--- src/rtl/reg_spi_sequencer_pkg.sv ---
// Shared definitions for the register SPI sequencer: FSM states, renderer command codes,
// and the payload-length clamp helper.
package reg_spi_sequencer_pkg;

    typedef enum logic [2:0] {
        StIdle   = 3'd0,
        StWaitVs = 3'd1,
        StSetup  = 3'd2,
        StShift  = 3'd3,
        StHold   = 3'd4,
        StGap    = 3'd5
    } seq_state_e;

    // Renderer register map, for request sources and benches.
    localparam logic [3:0] REG_CMD_SKY     = 4'h0;
    localparam logic [3:0] REG_CMD_FLOOR   = 4'h1;
    localparam logic [3:0] REG_CMD_LEAK    = 4'h2;
    localparam logic [3:0] REG_CMD_OTHER   = 4'h3;
    localparam logic [3:0] REG_CMD_VECTORS = 4'h4;

    function automatic int unsigned clamp_len(input int unsigned len, input int unsigned max_len);
        return (len > max_len) ? max_len : len;
    endfunction

endpackage

--- src/rtl/spi_half_tick.sv ---
// SCLK half-period timer: pulses o_tick every CLK_DIV cycles while enabled and
// restarts from zero whenever it is disabled.
module spi_half_tick #(
    parameter int unsigned CLK_DIV = 2
) (
    input  logic i_clk,
    input  logic i_reset,
    input  logic i_en,
    output logic o_tick
);

    localparam int unsigned CW = (CLK_DIV > 1) ? $clog2(CLK_DIV) : 1;

    logic [CW-1:0] r_cnt;
    logic          w_wrap;

    assign w_wrap = (r_cnt == CW'(CLK_DIV - 1));
    assign o_tick = i_en && w_wrap;

    always_ff @(posedge i_clk or posedge i_reset) begin
        if (i_reset) begin
            r_cnt <= '0;
        end else if (!i_en || w_wrap) begin
            r_cnt <= '0;
        end else begin
            r_cnt <= r_cnt + CW'(1);
        end
    end

endmodule

--- src/rtl/reg_spi_sequencer.sv ---
// Serialises {cmd, payload} register writes onto the renderer's mode-0 register SPI port.
// Optional frame-boundary gating on i_vsync with `REG_SPI_SEQ_VSYNC_GATE_EN.
module reg_spi_sequencer
    import reg_spi_sequencer_pkg::*;
#(
    parameter int unsigned CMD_W   = 4,
    parameter int unsigned DATA_W  = 24,
    parameter int unsigned CLK_DIV = 2,
    parameter int unsigned GAP_CYC = 2,
    localparam int unsigned LEN_W  = $clog2(DATA_W + 1)
) (
    input  logic              i_clk,
    input  logic              i_reset,
    input  logic              i_valid,
    output logic              o_ready,
    input  logic [CMD_W-1:0]  i_cmd,
    input  logic [DATA_W-1:0] i_data,
    input  logic [LEN_W-1:0]  i_len,
    output logic              o_csb,
    output logic              o_sclk,
    output logic              o_mosi,
    output logic              o_busy,
    output logic              o_done
`ifdef REG_SPI_SEQ_VSYNC_GATE_EN
    ,
    input  logic              i_vsync
`endif
);

    localparam int unsigned SH_W  = CMD_W + DATA_W;
    localparam int unsigned CNT_W = LEN_W + 1;
    localparam int unsigned GAP_W = (GAP_CYC > 1) ? $clog2(GAP_CYC) : 1;

    seq_state_e        r_state, w_state_next;
    logic [SH_W-1:0]   r_shreg, w_shreg_next;
    logic [CNT_W-1:0]  r_bit_cnt, w_bit_cnt_next;
    logic [CNT_W-1:0]  r_n_bits, w_n_bits_next;
    logic              r_sclk, w_sclk_next;
    logic [GAP_W-1:0]  r_gap_cnt, w_gap_cnt_next;

    logic              w_tick;
    logic              w_frame;
    logic [LEN_W-1:0]  w_len;
    logic [LEN_W-1:0]  w_shamt;
    logic [DATA_W-1:0] w_payload;

    // Out-of-range lengths clamp to a full payload; the shift left-aligns the sent bits.
    assign w_len     = LEN_W'(clamp_len(32'(i_len), DATA_W));
    assign w_shamt   = LEN_W'(DATA_W) - w_len;
    assign w_payload = i_data << w_shamt;

`ifdef REG_SPI_SEQ_VSYNC_GATE_EN
    logic r_vsync_prev;
    logic w_vsync_rise;

    assign w_vsync_rise = i_vsync && !r_vsync_prev;

    // Resets high so a vsync already high at reset release is not taken as an edge.
    always_ff @(posedge i_clk or posedge i_reset) begin
        if (i_reset) begin
            r_vsync_prev <= 1'b1;
        end else begin
            r_vsync_prev <= i_vsync;
        end
    end
`endif

    assign w_frame = (r_state == StSetup) || (r_state == StShift) || (r_state == StHold);

    spi_half_tick #(
        .CLK_DIV (CLK_DIV)
    ) u_half_tick (
        .i_clk   (i_clk),
        .i_reset (i_reset),
        .i_en    (w_frame),
        .o_tick  (w_tick)
    );

    always_comb begin
        w_state_next   = r_state;
        w_shreg_next   = r_shreg;
        w_bit_cnt_next = r_bit_cnt;
        w_n_bits_next  = r_n_bits;
        w_sclk_next    = r_sclk;
        w_gap_cnt_next = r_gap_cnt;

        unique case (r_state)
            StIdle: begin
                if (i_valid) begin
                    w_shreg_next   = {i_cmd, w_payload};
                    w_n_bits_next  = CNT_W'(CMD_W) + CNT_W'(w_len);
                    w_bit_cnt_next = '0;
                    w_sclk_next    = 1'b0;
`ifdef REG_SPI_SEQ_VSYNC_GATE_EN
                    w_state_next   = StWaitVs;
`else
                    w_state_next   = StSetup;
`endif
                end
            end
`ifdef REG_SPI_SEQ_VSYNC_GATE_EN
            StWaitVs: begin
                if (w_vsync_rise) begin
                    w_state_next = StSetup;
                end
            end
`endif
            StSetup: begin
                if (w_tick) begin
                    w_state_next = StShift;
                end
            end
            StShift: begin
                if (w_tick) begin
                    w_sclk_next = !r_sclk;
                    // Falling edge: advance to the next bit while SCLK is low.
                    if (r_sclk) begin
                        w_shreg_next   = r_shreg << 1;
                        w_bit_cnt_next = r_bit_cnt + CNT_W'(1);
                        if ((r_bit_cnt + CNT_W'(1)) == r_n_bits) begin
                            w_state_next = StHold;
                        end
                    end
                end
            end
            StHold: begin
                if (w_tick) begin
                    w_gap_cnt_next = '0;
                    w_state_next   = StGap;
                end
            end
            StGap: begin
                if (r_gap_cnt == GAP_W'(GAP_CYC - 1)) begin
                    w_state_next = StIdle;
                end else begin
                    w_gap_cnt_next = r_gap_cnt + GAP_W'(1);
                end
            end
            default: begin
                w_state_next = StIdle;
            end
        endcase
    end

    always_ff @(posedge i_clk or posedge i_reset) begin
        if (i_reset) begin
            r_state   <= StIdle;
            r_shreg   <= '0;
            r_bit_cnt <= '0;
            r_n_bits  <= '0;
            r_sclk    <= 1'b0;
            r_gap_cnt <= '0;
        end else begin
            r_state   <= w_state_next;
            r_shreg   <= w_shreg_next;
            r_bit_cnt <= w_bit_cnt_next;
            r_n_bits  <= w_n_bits_next;
            r_sclk    <= w_sclk_next;
            r_gap_cnt <= w_gap_cnt_next;
        end
    end

    // Outputs decode straight from registers so an async reset clears them at once.
    assign o_ready = (r_state == StIdle);
    assign o_busy  = !o_ready;
    assign o_csb   = !w_frame;
    assign o_sclk  = r_sclk;
    assign o_mosi  = w_frame && r_shreg[SH_W-1];
    assign o_done  = (r_state == StGap) && (r_gap_cnt == '0);

endmodule

--- config.mk ---
export PLATFORM = sky130hd
export DESIGN_NAME = reg_spi_sequencer
export DESIGN_NICKNAME = d
export VERILOG_FILES = /design/src/rtl/reg_spi_sequencer_pkg.sv /design/src/rtl/spi_half_tick.sv /design/src/rtl/reg_spi_sequencer.sv
export SDC_FILE = /design/constraint.sdc
export NUM_CORES = 1
export LEC_CHECK = 0
export CAP_MARGIN = 20
export CORE_MARGIN = 10
export CORE_UTILIZATION = 55
export CTS_CLUSTER_SIZE = 20
export DETAILED_ROUTE_END_ITERATION = 6
export GPL_TIMING_DRIVEN = 0
export PLACE_DENSITY = 0.81
export SETUP_SLACK_MARGIN = 0.1
export SYNTH_ARGS = -nofsm -noshare
export SYNTH_HDL_FRONTEND = slang
export SYNTH_SLANG_ARGS = --single-unit
export TNS_END_PERCENT = 20
--- constraint.sdc ---
create_clock -name i_clk -period 2.05 [get_ports i_clk]
set_input_delay 0.3075 -clock i_clk [delete_from_list [all_inputs] [get_ports i_clk]]
set_output_delay 0.3075 -clock i_clk [all_outputs]
set_load 0.01 [all_outputs]
==> impl_metrics.env, run 1 <==
export IMPL_n_antenna_cell=0
export IMPL_grt_pass1_vias=3521
export IMPL_seq_area_mm2=0.00115
export IMPL_status="complete, but fails checks"
export IMPL_vias=3806
export IMPL_setup_viol=17
export IMPL_post_dp_hpwl_um=7960
export IMPL_drc=0
export IMPL_synth_edf_count=0
export IMPL_worstSetupEndpointType="register"
export IMPL_grt_pass1_wl_um=18000
export IMPL_p_int_mw=2.59
export IMPL_finalHoldViolations=0
export IMPL_drv_slew=0
export IMPL_post_route_util=0.760
export IMPL_synthTopCellsByArea="dfrtp_1 (31%), mux2i_1 (12%), nand2_1 (6.6%)"
export IMPL_antenna_left=0
export IMPL_nFillCells=454
export IMPL_clkLatencyLatePin_ps=300
export IMPL_violations="setup timing"
export IMPL_core_mm2=0.00642
export IMPL_crit_required_ps=2240
export IMPL_drt_first_pass_iters=7
export IMPL_setup_tns_ps=-4090
export IMPL_power_switching_mw=1.90
export IMPL_die_width_um=102
export IMPL_fin_cells=571
export IMPL_path_clk_slew_ps=90
export IMPL_p_seq_frac=0.334
export IMPL_postCtsHoldBufs=0
export IMPL_clock_sinks=46
export IMPL_avgSynthCellArea_um2=8.70
export IMPL_critPathArrivalTime_ps=2670
export IMPL_peakVddDrop_mv=0.367
export IMPL_skew_ps=8.58
export IMPL_mappedNetlistNets=464
export IMPL_root_buffer="clkbuf_8"
export IMPL_period_share=1.21
export IMPL_syn_inst=424
export IMPL_die_y_um=102
export IMPL_wl_um=11600
export IMPL_path_max_fanout=8
export IMPL_min_path_type="in -> async"
export IMPL_syn_area_mm2=0.00369
export IMPL_yosysTopAreaCell="dfrtp_1"
export IMPL_antenna_found_initial=0
export IMPL_yosys_warnings=0
export IMPL_synthDistinctLibCells=60
export IMPL_maxCapViolations=0
export IMPL_cts_inserted_buffers=5
export IMPL_pin_count=42
export IMPL_synth_ff_latch_count=46
export IMPL_htreeDepth=2
export IMPL_io_buffers=39
export IMPL_areaGrowthSynthToFinish_pct=32.4
export IMPL_gp_congestion=0.946
export IMPL_switching_share=0.423
export IMPL_synth_top_area_share=0.312
export IMPL_pwr_share_clk=0.126
export IMPL_fmax_ghz=0.403
export IMPL_synth_common_cells="nand2_1 (65), dfrtp_1 (46), mux2i_1 (45), o21ai_0 (30), nor2_1 (26)"
export IMPL_grt_ovfl_total=0
export IMPL_multi_input_area_mm2=0.00272
export IMPL_pwr_share_comb=0.540
export IMPL_ys_flop_type="dfrtp_1"
export IMPL_initial_core_util=0.574
export IMPL_drive_gt1_frac=0.241
export IMPL_dp_cells=541
export IMPL_fp_row_count=29
export IMPL_avgRoutedWirePerCell_um=20.3
export IMPL_relSlewSlack=0.284
export IMPL_setup_ws_ps=-430
export IMPL_critical_path_class="in -> reg"
export IMPL_yosysSeqAreaShare=0.312
export IMPL_final_nets=533
export IMPL_grt_setup_unrepaired="yes"
export IMPL_clock_path_buffers=2
export IMPL_die_area_mm2=0.0104
export IMPL_crit_start="i_len[4]"
export IMPL_pwr_density_cell_mw_per_mm2=919
export IMPL_synth_async_sr_flop_share=1.00
export IMPL_worst_pin_slew_ps=1040
export IMPL_r2r_start="r_state[0]"
export IMPL_cts_tree="yes"
export IMPL_drtIter0Drc=472
export IMPL_via_per_inst=6.67
export IMPL_start_kind="input pin"
export IMPL_min_period_ps=2480
export IMPL_cellLeakagePower_nw=2.02
export IMPL_track_usage=0.215
export IMPL_yosysMostFrequentCell="nand2_1"
export IMPL_grt_max_degree=38
path summary, 6_finish.rpt:
check,endpoint,slack (ps),cells after the start
min reg2reg,r_shreg[13],500,1
max reg2reg,r_shreg[18],10,7
max,r_shreg[15],-430,11
min,r_bit_cnt[2],240,2
max in group asynchronous,r_shreg[23],1340,3
min in group i_clk,r_n_bits[4],390,3
worst max-delay path, cell delays in order:
cell and delay (ps):
buf_12 130, a21boi_4 200, inv_6 50, ha_4 150
buf_12 130, xnor2_4 200, mux2_4 320, a221o_1 340
mux4_2 490, a222oi_1 290, inv_1 60
placed cells by master, fill, tap and decap left out, types with 7 or more instances in the layout:
master,synthesis,routed
a221o_1,8,8
a22oi_1,10,10
a31oi_1,15,13
buf_4,2,22
clkdlybuf4s50_1,0,33
dfrtp_1,46,45
mux2_2,9,9
mux2i_1,45,37
nand2_1,65,62
nand3_1,11,10
nor2_1,26,22
nor3_1,13,8
o21ai_0,30,28
o22ai_1,9,8
xnor2_1,8,7
cell type report:
cell class / count / area share
Multi-Input combinational cell: 344 / 0.556
Sequential cell: 46 / 0.236
Timing Repair Buffer: 61 / 0.123
Buffer: 28 / 0.0405
Tap cell: 77 / 0.0197
Clock buffer: 5 / 0.0141
Inverter: 7 / 0.00641
Clock inverter: 3 / 0.00436
metrics by stage:
| stage | hold WS [ps] | instance area, µm² | total power, mW | setup WS, ps |
|---|---|---|---|---|
| global route | 259 | 4880 | 4.80 | -574 |
| floorplan | 445 | 3720 | 2.96 | -861 |
| detailed placement | 483 | 4230 | 3.57 | -1760 |
| finish | 239 | 4880 | 4.49 | -430 |
| global placement | 462 | 4210 | 3.49 | -1720 |
| CTS | 249 | 4600 | 4.26 | -443 |
power groups by stage:
stage | registers (mW) | clock network [mW] | logic [mW]
final | 1.50 | 0.567 | 2.42
after global routing | 1.54 | 0.598 | 2.66
after CTS | 1.49 | 0.564 | 2.21
after detailed placement | 1.50 | 0 | 2.07
after global placement | 1.48 | 0 | 2.01
after floorplan | 1.43 | 0 | 1.53
cell families after synthesis:
logic type      after synthesis  synth area share
flops                        46             0.312
fa+ha+maj                     4            0.0136
compound gates              122             0.232
simple gates                143             0.173
mux                          59             0.178
buf+inv                      35            0.0417
xor+xnor                     15            0.0495
registers in the layout, indices dropped and copies added, names as in the netlist:
name	cells
u_half_tick.r_cnt	1
o_sclk	1
r_shreg	28
r_gap_cnt	1
r_n_bits	6
r_state	3
r_bit_cnt	6
per-layer routing:
layer / part of all wire / wire (µm) / vias to the layer above / global-route usage
met5: 0 / 0 / - / 0
met2: 0.47 / 5420 / 210 / 0.357
met4: 0.048 / 552 / 0 / 0.102
li1: - / - / 1732 / -
met3: 0.069 / 800 / 66 / 0.0412
met1: 0.42 / 4830 / 1798 / 0.264
repair_timing:
item | 4_1_cts | 5_1_grt
cloned | 0 | 1
setup endpoints to repair | 45 | 44
pin swaps | 12 | 15
resized for setup | 72 | 46
buffers inserted | 11 | 10
No activity file was read; power rests on OpenSTA's default activity.
==> run 2, diff against run 1 <==
--- a/config.mk
+++ b/config.mk
@@ -6,7 +6,7 @@
 export NUM_CORES = 1
 export LEC_CHECK = 0
 export CAP_MARGIN = 20
-export CORE_MARGIN = 10
+export CORE_MARGIN = 3
 export CORE_UTILIZATION = 55
 export CTS_CLUSTER_SIZE = 20
 export DETAILED_ROUTE_END_ITERATION = 6
@@ -15,5 +15,6 @@
 export SETUP_SLACK_MARGIN = 0.1
 export SYNTH_ARGS = -nofsm -noshare
 export SYNTH_HDL_FRONTEND = slang
+export SYNTH_HIERARCHICAL = 1
 export SYNTH_SLANG_ARGS = --single-unit
 export TNS_END_PERCENT = 20
==> impl_metrics.env, run 2 <==
export IMPL_status="complete, but fails checks"
export IMPL_synth_compound_area_frac=0.227
export IMPL_largest_register_ffs=28
export IMPL_avgSynthCellArea_um2=8.85
export IMPL_syn_area_mm2=0.00392
export IMPL_pwr_share_comb=0.559
export IMPL_switching_share=0.419
export IMPL_worst_pin_slew_ps=509
export IMPL_critPathArrivalTime_ps=2500
export IMPL_die_area_mm2=0.00817
export IMPL_gp_congestion=0.957
export IMPL_final_cell_mix="dfrtp_1 (44), nand2_1 (40), buf_4 (31), nor2_1 (31), clkdlybuf4s50_1 (31)"
export IMPL_cellLeakagePower_nw=2.27
export IMPL_crit_required_ps=2240
export IMPL_violations="setup timing"
export IMPL_synth_common_cells="dfrtp_1 (46), nand2_1 (45), nor2_1 (35), o21ai_0 (32), a21oi_1 (31)"
export IMPL_peakVddDrop_mv=0.379
export IMPL_top_signal_layer_used="met4"
export IMPL_multi_input_area_mm2=0.00294
export IMPL_drt_first_pass_iters=5
export IMPL_nFillCells=444
export IMPL_track_usage=0.286
export IMPL_grt_setup_unrepaired="yes"
export IMPL_yosysSeqAreaShare=0.294
export IMPL_p_int_mw=2.84
export IMPL_htreeDepth=2
export IMPL_pwr_density_cell_mw_per_mm2=913
export IMPL_routedLengthMet1_um=4880
export IMPL_grt_ovfl_total=0
export IMPL_maxCapViolations=0
export IMPL_fin_total_pwr_mw=4.89
export IMPL_synth_async_sr_flop_share=1.00
export IMPL_yosysTopAreaCell="dfrtp_1"
export IMPL_grt_pass1_vias=3753
export IMPL_vias=4013
export IMPL_root_buffer="clkbuf_8"
export IMPL_areaGrowthSynthToFinish_pct=36.6
export IMPL_worstSetupEndpointType="register"
export IMPL_synth_ff_latch_count=46
export IMPL_final_nets=564
export IMPL_ys_flop_type="dfrtp_1"
export IMPL_drtIter0Drc=300
export IMPL_core_mm2=0.00687
export IMPL_antenna_found_initial=0
export IMPL_final_common_cell="dfrtp_1"
export IMPL_synthTopCellsByArea="dfrtp_1 (29%), mux4_2 (7.5%), mux2i_1 (7.4%)"
export IMPL_start_kind="input pin"
export IMPL_met3_length_um=825
export IMPL_synth_top_family_by_area="compound AO/OA/AOI/OAI gates"
export IMPL_io_buffers=40
export IMPL_finalHoldViolations=0
export IMPL_clkLatencyLatePin_ps=310
export IMPL_path_max_fanout=8
export IMPL_skew_ps=9.29
export IMPL_drc=0
export IMPL_critical_path_class="in -> reg"
export IMPL_grt_pass1_wl_um=19100
export IMPL_path_clk_slew_ps=90
export IMPL_pin_count=42
export IMPL_antenna_left=0
export IMPL_avgRoutedWirePerCell_um=20.0
export IMPL_cts_inserted_buffers=5
export IMPL_post_route_util=0.779
export IMPL_whs_ps=178
export IMPL_grt_max_degree=39
export IMPL_synthAdderAreaFrac=0.0128
export IMPL_drv_slew=0
export IMPL_die_width_um=90.4
export IMPL_post_dp_hpwl_um=8380
export IMPL_n_antenna_cell=0
export IMPL_min_period_ps=2310
export IMPL_top_regs="r_shreg: 28 flops, r_bit_cnt: 6 flops, r_n_bits: 6 flops"
export IMPL_yosys_warnings=6
export IMPL_syn_inst=443
export IMPL_postCtsHoldBufs=0
export IMPL_regMostFlops="r_shreg"
export IMPL_cts_tree="yes"
export IMPL_setup_ws_ps=-257
export IMPL_seq_area_mm2=0.00115
export IMPL_synth_mux_area_frac=0.183
export IMPL_synth_edf_count=0
export IMPL_synth_top_area_share=0.294
export IMPL_relSlewSlack=0.658
export IMPL_setup_viol=16
export IMPL_power_switching_mw=2.05
export IMPL_synth_xor_area_share=0.0428
export IMPL_min_path_type="in -> async"
export IMPL_drive_gt1_frac=0.316
export IMPL_die_y_um=90.4
export IMPL_synthDistinctLibCells=67
export IMPL_clock_path_buffers=2
export IMPL_wl_um=12400
export IMPL_fmax_ghz=0.433
export IMPL_preCtsSetupSlack_ps=-1370
export IMPL_yosysMostFrequentCell="dfrtp_1"
export IMPL_wl_met2_um=6100
export IMPL_via_per_inst=6.46
export IMPL_mappedNetlistNets=483
export IMPL_p_seq_frac=0.321
export IMPL_period_share=1.13
export IMPL_clock_sinks=46
export IMPL_fp_row_count=30
export IMPL_synthSimpleGateAreaFrac=0.185
export IMPL_pwr_share_clk=0.120
export IMPL_initial_core_util=0.570
[run 2: cells by family (layout without fill, tap and decap cells)]
logic type | count (synthesis) | after routing
and+or+nand+nor | 149 | 149
AOI/OAI and AO/OA | 134 | 134
muxes | 53 | 53
DFF | 46 | 46
buffers and inverters | 43 | 125
xor gates and xnor gates | 14 | 14
adders and majority gates | 4 | 4
[run 2: layer usage]
layer,vias up,GRT usage
met4,0,0.157
met3,43,0.0367
li1,1823,-
met5,-,0
met2,224,0.490
met1,1923,0.350
[run 2: metrics by stage]
step | TNS [ps] | area [µm²] | instances
after global placement | -45060 | 4540 | 579
after floorplan | -6230 | 4020 | 443
after CTS | -2190 | 5080 | 606
after detailed placement | -37350 | 4560 | 580
final | -2310 | 5350 | 621
after global routing | -3070 | 5350 | 621
[run 2: critical path: stages]
cell and delay, ps:
buf_12 110, a21boi_4 220, inv_4 70, ha_4 170, buf_12 140, xnor2_4 290, buf_6 160, mux2i_4 220
o221ai_2 150, mux2i_2 230, nand2_1 120, a221o_1 320
[run 2: final timing paths]
path	end	slack, ps	start	cells after the start
max in group asynchronous	r_state[2]	1330	i_reset	3
min in group i_clk	r_n_bits[1]	460	i_len[4]	5
min reg2reg	r_gap_cnt	500	r_gap_cnt	2
max	r_shreg[13]	-260	i_len[4]	12
min	u_half_tick/r_cnt	180	i_reset	2
max reg2reg	r_shreg[11]	-40	r_state[2]	8
[run 2: power groups by stage]
| stage | sequential (mW) | combinational, mW | clock, mW |
|---|---|---|---|
| after global placement | 1.53 | 2.13 | 0 |
| after CTS | 1.54 | 2.51 | 0.589 |
| after global routing | 1.61 | 2.96 | 0.620 |
| after detailed placement | 1.55 | 2.19 | 0 |
| after floorplan | 1.48 | 1.60 | 0 |
| final | 1.57 | 2.73 | 0.586 |
[run 2: repair_timing]
| item | in CTS | in global routing |
|---|---|---|
| gates resized for setup | 103 | 52 |
| endpoints found under the hold margin | 0 | 0 |
| cloned | 0 | 0 |
| endpoints found under the setup margin | 40 | 44 |
| buffers inserted | 18 | 16 |
| pin swaps | 19 | 28 |
[run 2: cell type report]
class	count	share of cell area
buffer	30	0.0573
clock inverter	1	0.000935
sequential	46	0.216
clock buffer	7	0.0161
tap	96	0.0224
timing repair buffer	75	0.129
multi-input combinational	354	0.550
inverter	12	0.00935
